**src/rtl/free_list_ctl.sv**
```systemverilog
// free_list_ctl: physical-register free list for rename, with a ring of
// head-pointer checkpoints for single-cycle mispredict recovery.
module free_list_ctl #(
   parameter  int PHYS_REG_NUM  = 64,
   parameter  int ARCH_REG_NUM  = 32,
   parameter  int RECLAIM_WIDTH = 4,
   parameter  int CHECKPOINTS   = 4,
   localparam int PIDX          = $clog2(PHYS_REG_NUM),
   localparam int CIDX          = $clog2(CHECKPOINTS)
) (
   input  logic                          clk,
   input  logic                          rst_n,
   input  logic                          alloc_req,
   output logic                          alloc_grant,
   output logic [PIDX-1:0]               alloc_preg,
   input  logic [RECLAIM_WIDTH-1:0]      reclaim_valid,
   input  logic [RECLAIM_WIDTH*PIDX-1:0] reclaim_preg,
   input  logic                          ckpt_save,
   output logic [CIDX-1:0]               ckpt_id,
   output logic                          ckpt_full,
   input  logic                          ckpt_release,
   input  logic                          restore_valid,
   input  logic [CIDX-1:0]               restore_id,
   output logic [PIDX:0]                 free_count,
   output logic                          empty,
   output logic                          ckpt_overflow
);

   localparam logic [PIDX:0]   FREE_RST = (PIDX+1)'(PHYS_REG_NUM - ARCH_REG_NUM);
   localparam logic [PIDX-1:0] HEAD_RST = PIDX'(ARCH_REG_NUM % PHYS_REG_NUM);
   localparam logic [CIDX:0]   CKPT_MAX = (CIDX+1)'(CHECKPOINTS);

   logic [PIDX-1:0] list_q [PHYS_REG_NUM];
   logic [PIDX-1:0] slot_q [CHECKPOINTS];
   logic [PIDX-1:0] head_q;
   logic [PIDX-1:0] tail_q;
   logic [PIDX:0]   free_q;
   logic [CIDX-1:0] ckpt_head_q;
   logic [CIDX:0]   ckpt_cnt_q;
   logic            ovf_q;

   logic [PIDX-1:0] lane_addr [RECLAIM_WIDTH];
   logic [PIDX:0]   pop;
   logic [PIDX-1:0] head_alloc;
   logic [PIDX-1:0] head_nx;
   logic [PIDX-1:0] tail_nx;
   logic [PIDX:0]   free_nx;
   logic [CIDX-1:0] ckpt_head_rel;
   logic [CIDX:0]   ckpt_cnt_rel;
   logic [CIDX:0]   ckpt_cnt_nx;
   logic            rel;
   logic            save_ok;
   logic            save_full;

   // Compact valid lanes onto consecutive slots starting at tail.
   always_comb begin
      pop = '0;
      for (int i = 0; i < RECLAIM_WIDTH; i++) begin
         lane_addr[i] = tail_q + pop[PIDX-1:0];
         pop = pop + (PIDX+1)'(reclaim_valid[i]);
      end
   end

   assign empty         = (free_q == '0);
   assign alloc_grant   = rst_n & alloc_req & ~empty & ~restore_valid;
   assign alloc_preg    = list_q[head_q];
   assign free_count    = free_q;
   assign ckpt_id       = ckpt_head_q + ckpt_cnt_q[CIDX-1:0];
   assign ckpt_full     = (ckpt_cnt_q == CKPT_MAX);
   assign ckpt_overflow = ovf_q;

   always_comb begin
      head_alloc    = head_q + PIDX'(alloc_grant);
      tail_nx       = tail_q + pop[PIDX-1:0];
      rel           = ckpt_release & (ckpt_cnt_q != '0);
      save_ok       = ckpt_save & ~restore_valid & ~ckpt_full;
      save_full     = ckpt_save & ~restore_valid & ckpt_full;
      ckpt_head_rel = ckpt_head_q + CIDX'(rel);
      ckpt_cnt_rel  = ckpt_cnt_q - (CIDX+1)'(rel);
      head_nx       = head_alloc;
      free_nx       = free_q - (PIDX+1)'(alloc_grant) + pop;
      ckpt_cnt_nx   = ckpt_cnt_rel + (CIDX+1)'(save_ok);
      if (restore_valid) begin
         head_nx = slot_q[restore_id];
         free_nx = {1'b0, tail_nx - head_nx};
         // Restoring the slot being released empties the ring.
         if (rel && (restore_id == ckpt_head_q))
            ckpt_cnt_nx = '0;
         else
            ckpt_cnt_nx = {1'b0, restore_id - ckpt_head_rel};
      end
   end

   always_ff @(posedge clk or negedge rst_n) begin
      if (!rst_n) begin
         for (int i = 0; i < PHYS_REG_NUM; i++)
            list_q[i] <= PIDX'(i);
         for (int c = 0; c < CHECKPOINTS; c++)
            slot_q[c] <= '0;
         head_q      <= HEAD_RST;
         tail_q      <= '0;
         free_q      <= FREE_RST;
         ckpt_head_q <= '0;
         ckpt_cnt_q  <= '0;
         ovf_q       <= 1'b0;
      end else begin
         for (int i = 0; i < RECLAIM_WIDTH; i++)
            if (reclaim_valid[i])
               list_q[lane_addr[i]] <= reclaim_preg[i*PIDX +: PIDX];
         if (save_ok)
            slot_q[ckpt_id] <= head_alloc;
         head_q      <= head_nx;
         tail_q      <= tail_nx;
         free_q      <= free_nx;
         ckpt_head_q <= ckpt_head_rel;
         ckpt_cnt_q  <= ckpt_cnt_nx;
         if (save_full)
            ovf_q <= 1'b1;
      end
   end

   a_free_bound: assert property (@(posedge clk) disable iff (!rst_n)
      free_q <= FREE_RST);

   a_restore_win: assert property (@(posedge clk) disable iff (!rst_n)
      restore_valid |-> ({1'b0, CIDX'(restore_id - ckpt_head_q)} < ckpt_cnt_q));

endmodule

```
**config.mk**
```make
export PLATFORM = sky130hd
export DESIGN_NAME = free_list_ctl
export DESIGN_NICKNAME = d
export VERILOG_FILES = /design/src/rtl/free_list_ctl.sv
export SDC_FILE = /design/constraint.sdc
export NUM_CORES = 2
export LEC_CHECK = 0
export CAP_MARGIN = 25
export CORE_MARGIN = 4
export CORE_UTILIZATION = 60
export DETAILED_ROUTE_END_ITERATION = 12
export HOLD_SLACK_MARGIN = 0.02
export MAX_ROUTING_LAYER = met4
export PLACE_DENSITY = 0.76
export SYNTH_ARGS = -nofsm -noshare
export SYNTH_HDL_FRONTEND = slang
export SYNTH_SLANG_ARGS = --single-unit
```
**constraint.sdc**
```tcl
create_clock -name clk -period 4.79 [get_ports clk]
set_clock_uncertainty 0.15 [all_clocks]
set_input_delay 0.958 -clock clk [delete_from_list [all_inputs] [get_ports clk]]
set_output_delay 0.958 -clock clk [all_outputs]
set_load 0.02 [all_outputs]
```
* Yosys cells after proc, flatten, opt, wreduce, memory -nomap -nowiden *
Index checks and enable logic that the tools add are counted.

storage, ports and cells
  register bits after elaboration = 433
  input bits = 36
  word-level logic and storage cells = 158

operators by class
  add/subtract/negate cells = 16
  order comparisons = 12
  equality and inequality tests = 2
  muxes and demuxes = 29
  bitwise gates (word level) = 17
  reduce and logical (&&, ||, !) cells = 8

operator list
  cell                                                         count
  bitwise mux 384 bit                                          4
  2-to-1 mux 384 bit                                           4
  demux 6 bit (select 6 bit)                                   4
  2-to-1 mux 6 bit                                             10
  binary-select mux 6 bit (select 6 bit)                       1
  >= comparator 7 bit (second input constant)                  5
  inverter 6 -> 7 bit                                          5
  less-than comparator 7 x 1 -> 1 bit (second input constant)  4
  bitwise mux 24 bit                                           1
  adder 6 x 1 -> 6 bit                                         2
  binary-select mux 6 bit (select 2 bit)                       1
  demux 6 bit (select 2 bit)                                   1
  adder 7 x 4 -> 7 bit                                         1
  AND 1 bit                                                    7
  zero test 7 bit                                              1
  2-to-1 mux 7 bit                                             1
  subtractor 7 x 1 -> 7 bit                                    1
  adder 6 x 2 -> 6 bit                                         1
  adder 6 x 3 -> 6 bit                                         1
  adder 6 x 4 -> 6 bit                                         1
  >= comparator 3 bit (second input constant)                  2
  logical AND 1 bit                                            6
  inverter 2 -> 3 bit                                          2
  subtractor 6 bit                                             1
  15 further kinds                                             17

* Depth between registers and ports, before layout *
  depth in word-level cells = 13
  gate-level depth with buffers = 14

* Least setup slack after synthesis *
Ideal clock, no wire load.

  path type = input -> register
  start = in reclaim_valid[0]
  end = reg free_q[5] (netlist: free_count[5])
  setup time = 82 ps
  arrival time = 4213 ps
  data required time = 4558 ps
  path slack = 345 ps
  cell stages on the path = 13
  cell sequence = fa_1 > ha_1 > fa_1 > inv_1 > fa_1 > o21ai_0 > a21oi_1 > xnor2_1 > ha_1 > or2_2 > o22ai_1 > xor3_1 > mux2_2

between the ends
  longest elaborated chain between the ends = 6

RTL lines
  what                  RTL line  source
  start, declared       16        input logic [RECLAIM_WIDTH-1:0] reclaim_valid,
  adder 1 x 1 -> 2 bit  60        pop = pop + (PIDX+1)'(reclaim_valid[i]);
  adder 2 x 1 -> 3 bit  60
  adder 3 x 1 -> 4 bit  60
  adder 6 x 4 -> 6 bit  74        tail_nx = tail_q + pop[PIDX-1:0];
  net tail_nx[4]        46        logic [PIDX-1:0] tail_nx;
  subtractor 6 bit      85        free_nx = {1'b0, tail_nx - head_nx};
  2-to-1 mux 7 bit      83        if (restore_valid) begin
  net free_nx[5]        47        logic [PIDX:0] free_nx;
  end signal, assigned  114       free_q <= free_nx;
  end, declared         37        logic [PIDX:0] free_q;

The timed path passes the listed nets, and every way through them passes these cells.
A chain may end at the register's enable or synchronous reset.

* Final worst setup path *
  start = reg head_q[1]
  end = out alloc_preg[5]

between the ends
  longest elaborated chain between the ends = 4

RTL lines
  what                                                  RTL line  source
  start, declared                                       35        logic [PIDX-1:0] head_q;
  start signal, assigned                                112       head_q <= head_nx;
  inverter 6 -> 7 bit (not written as such)             66        assign alloc_preg = list_q[head_q];
  binary-select mux 6 bit (select 6 bit)                66
  2-to-1 mux 6 bit (not written as such) (2 in series)  66
  end, declared                                         15        output logic [PIDX-1:0] alloc_preg,

No other way between the ends. The select of a mux whose other input is x is not followed.

==> results.ini <==
[run_status]
outcome = finished, final reports clean

[floorplan]
core_area_um2 = 64500
dieArea_um2 = 69300
die-height_um = 263
floorplan.io_pins = 55
floorplan.rows = 93
start_util_pct = 60.6
die-width_um = 263

[synthesis]
syn_inst_count = 3874
postSynth.asyncResetShare_pct = 100
ys_types = 115
synth_edf_count = 0
ys_warn_count = 0
synth_top_flop_cell = sky130_fd_sc_hd__dfrtp_1
synth_area_per_cell_um2 = 10.1
syn-cell-area_um2 = 39100
syn_nets = 3955
synth.yosys.seq_area_share_pct = 28.4
postSynthRegisterBits = 433

[clock_network]
tritoncts = yes
ctsLongestPathBuffers = 3
numClockSinks = 433
htreeDepth = 2
clockRootBuffer = sky130_fd_sc_hd__clkbuf_16
clkLatencyLatePin_ns = 0.61
clk_pin_slew_ns = 0.07
cts_inserted_buffers = 54

[detailed_routing]
via_count = 39400
drt_pass1_iterations = 7
totalWireLength_mm = 175
routed_wire_length_per_instance_um = 36.7
post-route-drc-count = 0
postRouteAntennaNets = 0
iter_0_drt_violations = 6864
via_density = 8.24

[cells_and_area]
layout.cells.non_filler = 4787
layout-drive-gt1-share_pct = 35.7
post-route-util_pct = 68.6
nFillCells = 5122
layout_common_cells = sky130_fd_sc_hd__mux2_2, sky130_fd_sc_hd__mux2i_1, sky130_fd_sc_hd__buf_4, sky130_fd_sc_hd__o211ai_1, sky130_fd_sc_hd__dfrtp_1
net_count_final = 3958
mostFrequentLayoutCell = sky130_fd_sc_hd__mux2_2
area_growth_pct = 13.2
multiInputGateArea_um2 = 25800
fin_area_um2 = 44200
layout.area.seq_um2 = 11100

[flow_run]
cap_violations = 0

[placement]
finalWeightedCongestion = 1.06
instance_count_after_placement_with_tap_cells_included = 4668
placed_area_um2 = 42200
port_buffers = 54
detailed_placement_wirelength_estimate_mm = 116

[worst_setup_path]
crit_path_start_kind = flip-flop
worst-endpoint-required_ns = 3.68
path_class = reg -> out
worst_setup_slack_for_register_to_register_paths_ns = 0.90
crit_path_max_fanout = 23
timing.reg2reg.worst_path_depth = 8
critical_path_arrival_ns = 3.66
kind_of_end_point_of_the_critical_path = output port

[global_routing]
gr-usage-all-layers_pct = 49.9
initial_antenna_violation_count = 11
grt_first_pass_wirelength_mm = 256
via_count_of_the_first_global_routing_pass = 38300
maximum_number_of_pins_on_one_net_before_global_route_repair = 151
grt.overflow.total = 0

[power]
design_power_total_uw = 28800
power_density_over_the_cells_nw_per_um2 = 652
leakage_uw = 0.0160
vdd_ir_drop_max_mv = 0.393

[sta]
setup_repair_after_global_routing_missed_its_margin = no
finalCriticalPeriod_ns = 4.77
timing.slew.headroom_pct = 16.5
setup-violations-final = 0
clock.fmax_mhz = 210
finalHoldViolations = 0
finalCritPeriodShare_pct = 99.6
worstMarginPinSlew_ns = 1.25
drv_slew = 0

[worst_hold_path]
hold-path-cell-count = 1
timing.hold.worst.class = reg -> reg

## sequential cells by signal, summed over array words and instances, names as in the netlist
register	cells
head_q	6
ckpt_head_q	2
tail_q	6
free_count	7
ckpt_overflow	1
list_q	384
ckpt_cnt_q	3
slot_q	24
## metrics by stage
step,hold slack (ns),setup WS [ns],TNS [ns]
floorplan,0.324,0.345,0
CTS,0.324,0.0184,0
finish,0.336,0.0198,0
global route,0.340,0.0372,0
global placement,0.303,-0.357,-2.96
detailed placement,0.309,-0.383,-5.05
## kinds of logic (layout without fill, tap and decap cells)
family	Yosys count	in the layout	share of synthesized area, %
AO/OA/AOI/OAI	1344	1344	28.0
XOR/XNOR	32	32	0.890
adder cells (fa/ha/maj)	45	45	1.59
buffers and inverters	570	618	6.33
flip-flops	433	433	28.4
multiplexers	892	892	27.1
other	0	10	0
AND/OR/NAND/NOR	558	558	7.73
## worst max-delay path: stages (launching register included)
cell                              delay [ns]
sky130_fd_sc_hd__dfrtp_4                0.57
sky130_fd_sc_hd__buf_12                 0.26
sky130_fd_sc_hd__buf_12                 0.23
sky130_fd_sc_hd__mux4_2                 0.41
sky130_fd_sc_hd__mux4_2                 0.53
sky130_fd_sc_hd__o22ai_1                0.31
sky130_fd_sc_hd__nor3_2                 0.13
sky130_fd_sc_hd__clkdlybuf4s50_1        0.57
## cells in the mapped netlist (18+ instances only)
library cell | count | share of area (%)
sky130_fd_sc_hd__a21o_1 | 22 | 0.42
sky130_fd_sc_hd__nand2_1 | 119 | 1.1
sky130_fd_sc_hd__dfrtp_1 | 239 | 15
sky130_fd_sc_hd__a211oi_1 | 18 | 0.35
sky130_fd_sc_hd__o31ai_1 | 33 | 0.63
sky130_fd_sc_hd__clkbuf_1 | 366 | 3.5
sky130_fd_sc_hd__o221ai_1 | 29 | 0.65
sky130_fd_sc_hd__buf_2 | 77 | 0.99
sky130_fd_sc_hd__a211oi_4 | 21 | 1.1
sky130_fd_sc_hd__a31oi_1 | 36 | 0.58
sky130_fd_sc_hd__o211ai_1 | 284 | 5.5
sky130_fd_sc_hd__buf_1 | 23 | 0.22
sky130_fd_sc_hd__o21ai_0 | 75 | 0.96
sky130_fd_sc_hd__xnor2_1 | 20 | 0.45
sky130_fd_sc_hd__dfstp_2 | 194 | 13
sky130_fd_sc_hd__a41oi_1 | 192 | 4.3
sky130_fd_sc_hd__mux2i_1 | 381 | 9.8
sky130_fd_sc_hd__nor3_1 | 60 | 0.77
sky130_fd_sc_hd__o2111ai_1 | 68 | 1.5
sky130_fd_sc_hd__buf_4 | 29 | 0.56
sky130_fd_sc_hd__nand3_1 | 194 | 2.5
sky130_fd_sc_hd__a21oi_1 | 36 | 0.46
sky130_fd_sc_hd__mux2_2 | 421 | 12
sky130_fd_sc_hd__a311oi_1 | 192 | 4.3
sky130_fd_sc_hd__nor2_1 | 61 | 0.59
sky130_fd_sc_hd__inv_1 | 55 | 0.53
sky130_fd_sc_hd__ha_1 | 37 | 1.2
sky130_fd_sc_hd__o21ai_1 | 164 | 2.1
sky130_fd_sc_hd__mux4_2 | 90 | 5.2
## metal layers
| metal | up-vias | share of wire, % | global-route usage, % |
|---|---|---|---|
| li1 | 15700 | - | - |
| met1 | 19000 | 35 | 61.5 |
| met2 | 3708 | 41 | 68.7 |
| met3 | 1082 | 16 | 19.4 |
| met4 | 0 | 8.0 | 30.8 |
| met5 | - | 0 | - |
## cell type report
type,instances,share of cell area [%]
multi-input combinational,2871,58.3
sequential,433,25.1
timing repair buffer,459,9.53
clock buffer,81,3.56
tap,855,2.42
clock inverter,20,0.532
inverter,58,0.498
antenna,10,0.0566
## power by group
part | internal [uW] | total [uW] | switching, uW
Combinational | 6870 | 17400 | 10600
Clock | 2480 | 4300 | 1810
Sequential | 5800 | 7080 | 1280
## path summary, 6_finish.rpt
path	from	endpoint
min in group asynchronous	rst_n	ckpt_cnt_q[0]
max reg2reg	tail_q[3]	list_q[301]
max	head_q[1]	alloc_preg[5]
min	ckpt_overflow	ckpt_overflow
max in group asynchronous	rst_n	list_q[274]
min reg2reg	ckpt_overflow	ckpt_overflow
## timing repair
action,4_1_cts,5_1_grt
buffers inserted,4,0
hold endpoints to repair,7,0
resized for setup,5,6
setup endpoints to repair,5,10
hold buffers,1,0
Power figures use the tool's default switching activity.
